$ cat config.mk
export PLATFORM = sky130hd
export DESIGN_NAME = ecc_decoder
export DESIGN_NICKNAME = d
export VERILOG_FILES = /design/src/rtl/ecc_decoder.sv
export SDC_FILE = /design/constraint.sdc
export NUM_CORES = 1
export LEC_CHECK = 0
export ABC_CLOCK_PERIOD_IN_PS = 4070
export CORE_MARGIN = 2
export CORE_UTILIZATION = 40
export DETAILED_ROUTE_END_ITERATION = 7
export GPL_TIMING_DRIVEN = 0
export PLACE_DENSITY = 0.66
export SLEW_MARGIN = 5
export SYNTH_ARGS = -nofsm -noshare
export SYNTH_HDL_FRONTEND = slang
export SYNTH_SLANG_ARGS = --single-unit
$ cat constraint.sdc
create_clock -name clk -period 4.07 [get_ports clk]
set_input_delay 0.6105 -clock clk [delete_from_list [all_inputs] [get_ports clk]]
set_output_delay 0.6105 -clock clk [all_outputs]
set_load 0.02 [all_outputs]
$ cat src/rtl/ecc_decoder.sv
// ecc_decoder: sequential SEC-DED decoder for sixteen [8,4,4] nibble codewords.
// Recovers a 64-bit word, counts corrected codewords and flags the uncorrectable ones.
module ecc_decoder #(
  parameter int LANES = 1
) (
  input  logic         clk,
  input  logic         reset,
  input  logic         start,
  input  logic [127:0] Encoded_MEM_flat,
  output logic         busy,
  output logic         valid_out,
  output logic [63:0]  data_out,
  output logic [4:0]   corrected_count,
  output logic         uncorrectable,
  output logic [15:0]  err_map
);

  typedef enum logic [1:0] {IDLE, DECODE, DONE} state_t;

  typedef struct packed {
    logic [3:0] nib;
    logic       corr;
    logic       unc;
  } cw_result_t;

  localparam logic [4:0] LAST_INDEX = 5'd16;
  localparam logic [4:0] STEP       = 5'(LANES);

  state_t        state;
  state_t        state_next;
  logic [127:0]  captured;
  logic [4:0]    index;
  logic [63:0]   data_next;
  logic [15:0]   err_next;
  logic [4:0]    corr_add;
  cw_result_t    lane_res;

  // Parity nibble of the code: p = d when d has even parity, otherwise ~d.
  function automatic logic [3:0] parity_of(input logic [3:0] d);
    return (^d) ? ~d : d;
  endfunction

  // Decode one codeword from its syndrome weight.
  function automatic cw_result_t decode_cw(input logic [7:0] cw);
    cw_result_t r;
    logic [3:0] s;
    s      = parity_of(cw[3:0]) ^ cw[7:4];
    r.nib  = cw[3:0];
    r.corr = 1'b0;
    r.unc  = 1'b0;
    case ($countones(s))
      0: ;
      1: r.corr = 1'b1;
      3: begin
        r.nib  = cw[3:0] ^ ~s;
        r.corr = 1'b1;
      end
      default: r.unc = 1'b1;
    endcase
    return r;
  endfunction

  assign busy      = (state != IDLE);
  assign valid_out = (state == DONE);

  // State register; reset aborts any decode in flight.
  always_ff @(posedge clk or negedge reset) begin
    if (!reset) state <= IDLE;
    else        state <= state_next;
  end

  // Next-state logic. DECODE stays one cycle past the final slot so the
  // last committed results are visible before DONE raises valid_out.
  always_comb begin
    state_next = state;
    case (state)
      IDLE:    if (start) state_next = DECODE;
      DECODE:  if (index == LAST_INDEX) state_next = DONE;
      DONE:    state_next = IDLE;
      default: state_next = IDLE;
    endcase
  end

  // Decode the LANES codewords starting at index and merge them into the running results.
  always_comb begin
    data_next = data_out;
    err_next  = err_map;
    corr_add  = 5'd0;
    lane_res  = '0;
    for (int l = 0; l < LANES; l++) begin
      lane_res = decode_cw(captured[((int'(index[3:0]) + l) & 15) * 8 +: 8]);
      data_next[((int'(index[3:0]) + l) & 15) * 4 +: 4] = lane_res.nib;
      err_next[(int'(index[3:0]) + l) & 15]           = lane_res.unc;
      corr_add = corr_add + 5'(lane_res.corr);
    end
  end

  // Capture on an accepted start, then commit one slot of lanes per DECODE cycle.
  always_ff @(posedge clk or negedge reset) begin
    if (!reset) begin
      captured        <= '0;
      index           <= '0;
      data_out        <= '0;
      corrected_count <= '0;
      uncorrectable   <= 1'b0;
      err_map         <= '0;
    end else begin
      case (state)
        IDLE: begin
          if (start) begin
            captured        <= Encoded_MEM_flat;
            index           <= '0;
            corrected_count <= '0;
            uncorrectable   <= 1'b0;
            err_map         <= '0;
          end
        end
        DECODE: begin
          if (index != LAST_INDEX) begin
            data_out        <= data_next;
            err_map         <= err_next;
            uncorrectable   <= |err_next;
            corrected_count <= corrected_count + corr_add;
            index           <= index + STEP;
          end
        end
        default: ;
      endcase
    end
  end

endmodule

Word-level counts from Yosys, hierarchy flattened
Cells that the tools add are included.
Word-level totals
  register bits: 221
  latch bits: 0
  RAM bits: 0
  bits in read-only memories: 0
  input bits: 131
  output and inout bits: 88
  word-level logic and storage cells: 66
  memories: 0
Operators by class
  add/subtract/negate cells: 6
  multiply operators: 0
  divide/modulo/power cells: 0
  $lt $le $gt $ge: 2
  equality and inequality tests: 9
  shifts and indexed selects: 3
  multiplexer cells: 22
  bitwise logic cells: 4
  reduce and logical (&&, ||, !) cells: 13
Operators with widths (number)
  128-bit by 8-bit indexed part select with 8-bit output: 1
  64-bit bitwise mux: 1
  4-bit by 33-bit variable shift with 64-bit output (first input constant): 1
  4-bit by 33-bit indexed part select with 64-bit output: 1
  6-bit negator with 33-bit output: 1
  32-bit zero test: 1
  16-bit 2-to-1 mux: 2
  16-bit case mux with 2 select lines: 1
  5-bit case mux with 2 select lines: 2
  16-bit bitwise mux: 1
  16-bit OR reduction: 1
  5-bit 2-to-1 mux: 3
  4-bit 2-to-1 mux: 2
  4-bit NOT: 2
  4-bit XOR: 2
  2-bit inequality test (second input constant): 3
  2-bit AND reduction: 3
  5-bit by 1-bit adder with 5-bit output: 1
  5-bit by 1-bit adder with 5-bit output (second input constant): 1
  5-bit == test (second input constant): 1
  4-bit by 5-bit < comparator with 1-bit output (second input constant): 1
  1-bit 2-to-1 mux: 5
  5-bit inequality test (second input constant): 1
  1-bit by 1-bit adder with 2-bit output: 2
  other kinds (17): 19

Depth between registers and ports, before layout
  depth in word-level cells: 13
  gate-level depth with buffers: 19
  mapped depth without buffers: 15

Worst setup path before layout
OpenSTA, ideal clock, no wires.
  kind: register -> register
  start: register index[0]
  end: register data_out[4]
  library setup time: 66 ps
  arrival time: 4327 ps
  required time: 4004 ps
  setup slack: -323 ps
  stages on the path, launching flop included: 20
  path buffers: 6
  clock period less this slack: 4393 ps
  cell sequence: dfrtp_1 buf_6 buf_12 buf_2 mux4_2 a22oi_1 nand2_1 xnor2_2 xnor2_4 buf_6 fa_1 ha_1 ha_1 nand2_1 or2_2 buf_1 clkbuf_1 nor3_1 mux2i_1 nand2_1
On the way
  word-level cells in the longest chain between the ends: 10
  elaborated cells between the ends (all ways): 18
  classes of those cells: 4 x add/sub; 2 x eq/ne; 3 x shift; 3 x mux; 4 x bitwise; 2 x reduce/logical
Ends and longest elaborated chain
  start, declared: RTL line 32  | logic [4:0] index;
  start signal, assigned: RTL line 124  | index <= index + STEP;
  128-bit by 8-bit indexed part select with 8-bit output: RTL line 91  | lane_res = decode_cw(captured[((int'(index[3:0]) + l) & 15) * 8 +: 8]);
  4-bit parity or 4-bit NOT (tied branches): RTL line 40  | return (^d) ? ~d : d;
  4-bit 2-to-1 mux: RTL line 40
  4-bit XOR: RTL line 47  | s = parity_of(cw[3:0]) ^ cw[7:4];
  1-bit by 1-bit adder with 2-bit output (implied by the code): RTL line 51  | case ($countones(s))
  2-bit by 2-bit adder with 3-bit output (implied by the code): RTL line 51
  3-bit by 2-bit == test with 1-bit output: RTL line 51
  4-bit 2-to-1 mux: RTL line 51
  4-bit by 33-bit indexed part select with 64-bit output: RTL line 92  | data_next[((int'(index[3:0]) + l) & 15) * 4 +: 4] = lane_res.nib;
  64-bit bitwise mux: RTL line 92
  end signal, assigned: RTL line 120  | data_out <= data_next;
  end, declared: RTL line 12  | output logic [63:0] data_out,
Parallel ways exist; a longest one is shown, timed or not.
A chain may end at the register's enable or synchronous reset.

Worst setup path in the final report
  start: register index[0]
  end: register uncorrectable
On the way
  word-level cells in the longest chain between the ends: 13
  elaborated cells between the ends (all ways): 25
  classes of those cells: 3 x add/sub; 2 x order compare; 4 x eq/ne; 1 x shift; 7 x mux; 2 x bitwise; 6 x reduce/logical
Ends and longest elaborated chain
  128-bit by 8-bit indexed part select with 8-bit output: RTL line 91
  4-bit parity or 4-bit NOT (tied branches): RTL line 40
  4-bit 2-to-1 mux: RTL line 40
  4-bit XOR: RTL line 47
  1-bit by 1-bit adder with 2-bit output (implied by the code): RTL line 51
  2-bit by 2-bit adder with 3-bit output (implied by the code): RTL line 51
  32-bit zero test, or another cell as far along: RTL line 51
  3-bit OR reduction (no line)
  1-bit 2-to-1 mux: RTL line 51
  16-bit bitwise mux: RTL line 93  | err_next[(int'(index[3:0]) + l) & 15] = lane_res.unc;
  16-bit OR reduction: RTL line 122  | uncorrectable <= |err_next;
  1-bit 2-to-1 mux: RTL line 119  | if (index != LAST_INDEX) begin
  1-bit case mux with 2 select lines: RTL line 108  | case (state)
  end signal, assigned: RTL line 122
  end, declared: RTL line 14  | output logic uncorrectable,
Parallel ways exist; a longest one is shown, timed or not. The select of a mux whose other input is x is not followed.

==> impl_metrics.ini <==
[run_status]
status = finished with violations
violations = setup timing

[drt]
drt-initial-drc-count = 836
via_per_inst = 5.39
wl_um = 37900
antenna_left = 0
firstDrtPassIters = 6
drc = 0
routedWlPerCell_um = 18.9
num_vias = 10800

[cells_and_area]
fin_area_um2 = 16400
fill_cells = 2545
area_growth_syn_to_layout_pct = 39.5
layout.area.seq_um2 = 5530
n_antenna_cell = 0
layout-drive-gt1-share = 0.152
multi_input_area_um2 = 6270
final_nets = 1751
finalNonFillerCells = 2007

[place]
port_buffers = 218
gp_congestion = 0.863
dpl.hpwl_um = 26700
place_area_um2 = 14900
dp_cells = 1930
pre_cts_slack_ns = -1.30

[grt]
grt_pass1_vias = 10800
grt_pass1_wl_um = 59700
antenna_found_initial = 0
grt_use_total = 0.247
grt_max_degree = 113
grt_overflow = 0

[min_path]
hold_path_class = input pin to async pin

[sta]
fin_crit_sh = 1.07
worst_slack_ns = -0.268
hold_viol_final = 0
hold_ws_ns = 0.185
fin_crit_ns = 4.34
slew_violations = 0
maxSlewHeadroom = 0.0642
rsz0062_at_grt = true
fin_skew_ns = 0.00772
max_freq_ghz = 0.231
setup_viol = 75
worst_slew_pin_slew_ns = 1.40

[yosys]
yosys.area.top_type_share = 0.471
yosysSeqAreaShare = 0.471
syn_nets = 1468
synth.cell_area_um2 = 11800
ys.flop_type = dfrtp_1
syn_inst = 1327
synth-edff-count = 0
async_flop_share = 1.00
syn_area_per_cell_um2 = 8.86
yosys_register_bits = 221
synth_largest_area_cell = dfrtp_1
yosysUniqueCellTypes = 47
yosys_warnings = 0
synth_area_leaders = dfrtp_1 (47%), nand2_1 (17%), mux2i_1 (5.6%), a22oi_1 (4.6%), mux4_2 (4.4%)

[clock_tree]
htreeDepth = 1
clk_pin_slew_ns = 0.06
clockBufferDepth = 3
worst_skew_pair.late_latency_ns = 0.52
cts_buffers = 25
clock-sinks = 221
root_buffer = clkbuf_16
cts_tree = yes
hold_buffers = 0

[floorplan]
pin_count = 219
fp.coreArea_um2 = 28800
fp-row-count = 62
initial_core_util = 0.408
die-area_um2 = 30800
die_w_um = 175
die_h_um = 175

[run]
max_cap_violations = 0

[worst_setup_path]
crit_arrival_ns = 4.72
cp_max_fo = 7
critPathKind = flip-flop to flip-flop
end_kind = flip-flop
worst_setup_path_start_kind = flip-flop
worst_ep_required_time_ns = 4.45
==> critical path, cell delays in order (launching register included) <==
cell and delay [ns]:
dfrtp_2 0.46, buf_12 0.15, buf_12 0.14, buf_12 0.13, mux4_2 0.55, a22oi_2 0.28
nand2_2 0.14, xnor2_4 0.16, xnor2_4 0.16, buf_8 0.14, fa_1 0.51, ha_4 0.19
ha_4 0.25, nor2_4 0.14, nor2_4 0.06, o22ai_1 0.12, a21oi_1 0.09, o32a_1 0.19
nor4_2 0.24, o21ai_1 0.09
==> cell families (layout without fill, tap and decap cells) <==
logic type               count (synthesis)  after routing  synth area share
multiplexers                            98             98             0.120
flip-flops                             221            221             0.471
AND/OR/NAND/NOR                        730            732             0.251
XOR/XNOR                                16             16            0.0241
adder cells (fa/ha/maj)                 10             10            0.0113
AO/OA/AOI/OAI                          140            140            0.0799
buffers and inverters                  112            406            0.0425
==> area by class of cell <==
| class | instances | area share |
|---|---|---|
| buffer | 100 | 0.0411 |
| clock buffer | 30 | 0.0411 |
| clock inverter | 10 | 0.00778 |
| inverter | 11 | 0.00252 |
| multi-input combinational | 996 | 0.383 |
| sequential | 221 | 0.337 |
| tap | 384 | 0.0293 |
| timing repair buffer | 255 | 0.158 |
==> routing by layer <==
layer | wire [um] | track usage | up-vias
met5 | 0 | 0 | -
met4 | 1270 | 0.0813 | 0
met3 | 2590 | 0.0387 | 82
met2 | 17700 | 0.407 | 463
met1 | 16400 | 0.336 | 5243
li1 | - | - | 5037
==> layout by cell type, fill, tap and decap left out, types with 6 or more instances in the layout <==
| master | instances |
|---|---|
| a22oi_2 | 6 |
| mux4_2 | 24 |
| clkinv_2 | 6 |
| nor3_2 | 62 |
| a22oi_1 | 66 |
| mux2i_1 | 66 |
| nand2_1 | 523 |
| inv_1 | 11 |
| clkdlybuf4s50_1 | 217 |
| nand4_1 | 6 |
| nor2_1 | 84 |
| ha_1 | 6 |
| mux4_1 | 8 |
| a21oi_1 | 21 |
| nor2_2 | 9 |
| xnor2_4 | 8 |
| buf_12 | 7 |
| clkbuf_1 | 69 |
| nand2_2 | 6 |
| nor3_1 | 8 |
| o21ai_0 | 21 |
| clkbuf_16 | 32 |
| clkbuf_8 | 9 |
| dfrtp_1 | 220 |
| buf_4 | 27 |
==> metrics by stage <==
stage | utilization | TNS [ns]
2_1_floorplan | - | -0.842
3_3_place_gp | 0.517 | -1665.75
3_5_place_dp | 0.518 | -95.17
4_1_cts | 0.566 | -5.70
5_1_grt | 0.570 | -17.85
6_report | 0.570 | -10.41
==> sequential cells by signal, summed over array words and instances, names as in the netlist <==
register,count
corrected_count,5
index,5
uncorrectable,1
err_map,16
data_out,64
state,2
captured,128
==> repair_timing <==
| action | 4_1_cts | 5_1_grt |
|---|---|---|
| pin swaps | 31 | 7 |
| buffers inserted | 26 | 3 |
| gates cloned | 9 | 0 |
| gates resized for setup | 54 | 26 |
| setup endpoints to repair | 86 | 85 |
==> worst paths after layout <==
check	endpoint	slack, ns	cells after the start	start
max in group asynchronous	captured[15]$_DFFE_PN0P_	2.83	2	reset
worst min-delay path	err_map[1]$_DFFE_PN0P_	0.18	1	reset
worst max register to register	uncorrectable$_DFFE_PN0P_	-0.27	19	index[0]$_DFFE_PN0P_
worst max-delay path	uncorrectable$_DFFE_PN0P_	-0.27	19	index[0]$_DFFE_PN0P_
worst min register to register	captured[34]$_DFFE_PN0P_	0.47	2	captured[34]$_DFFE_PN0P_
min in group clk	captured[34]$_DFFE_PN0P_	0.47	2	captured[34]$_DFFE_PN0P_
==> cells in the mapped netlist (3+ instances only) <==
| cell | instances |
|---|---|
| mux2i_1 | 66 |
| a22oi_1 | 72 |
| buf_2 | 8 |
| o21ai_1 | 3 |
| inv_1 | 11 |
| xnor2_4 | 6 |
| nor2b_1 | 4 |
| o32ai_1 | 3 |
| o21ai_0 | 24 |
| o22ai_1 | 5 |
| xor2_1 | 4 |
| nand3_1 | 4 |
| dfrtp_1 | 221 |
| mux4_1 | 9 |
| ha_1 | 9 |
| and4_1 | 4 |
| nand2_1 | 528 |
| nor3_1 | 72 |
| o32a_1 | 4 |
| clkbuf_1 | 78 |
| mux4_2 | 23 |
| a21oi_1 | 21 |
| buf_6 | 5 |
| nor2_1 | 97 |
| buf_1 | 7 |
| xnor2_2 | 4 |
| nand4_1 | 6 |
Power is not shown: default switching activity piles up to over one toggle a cycle in this logic, so the estimate is an artifact.
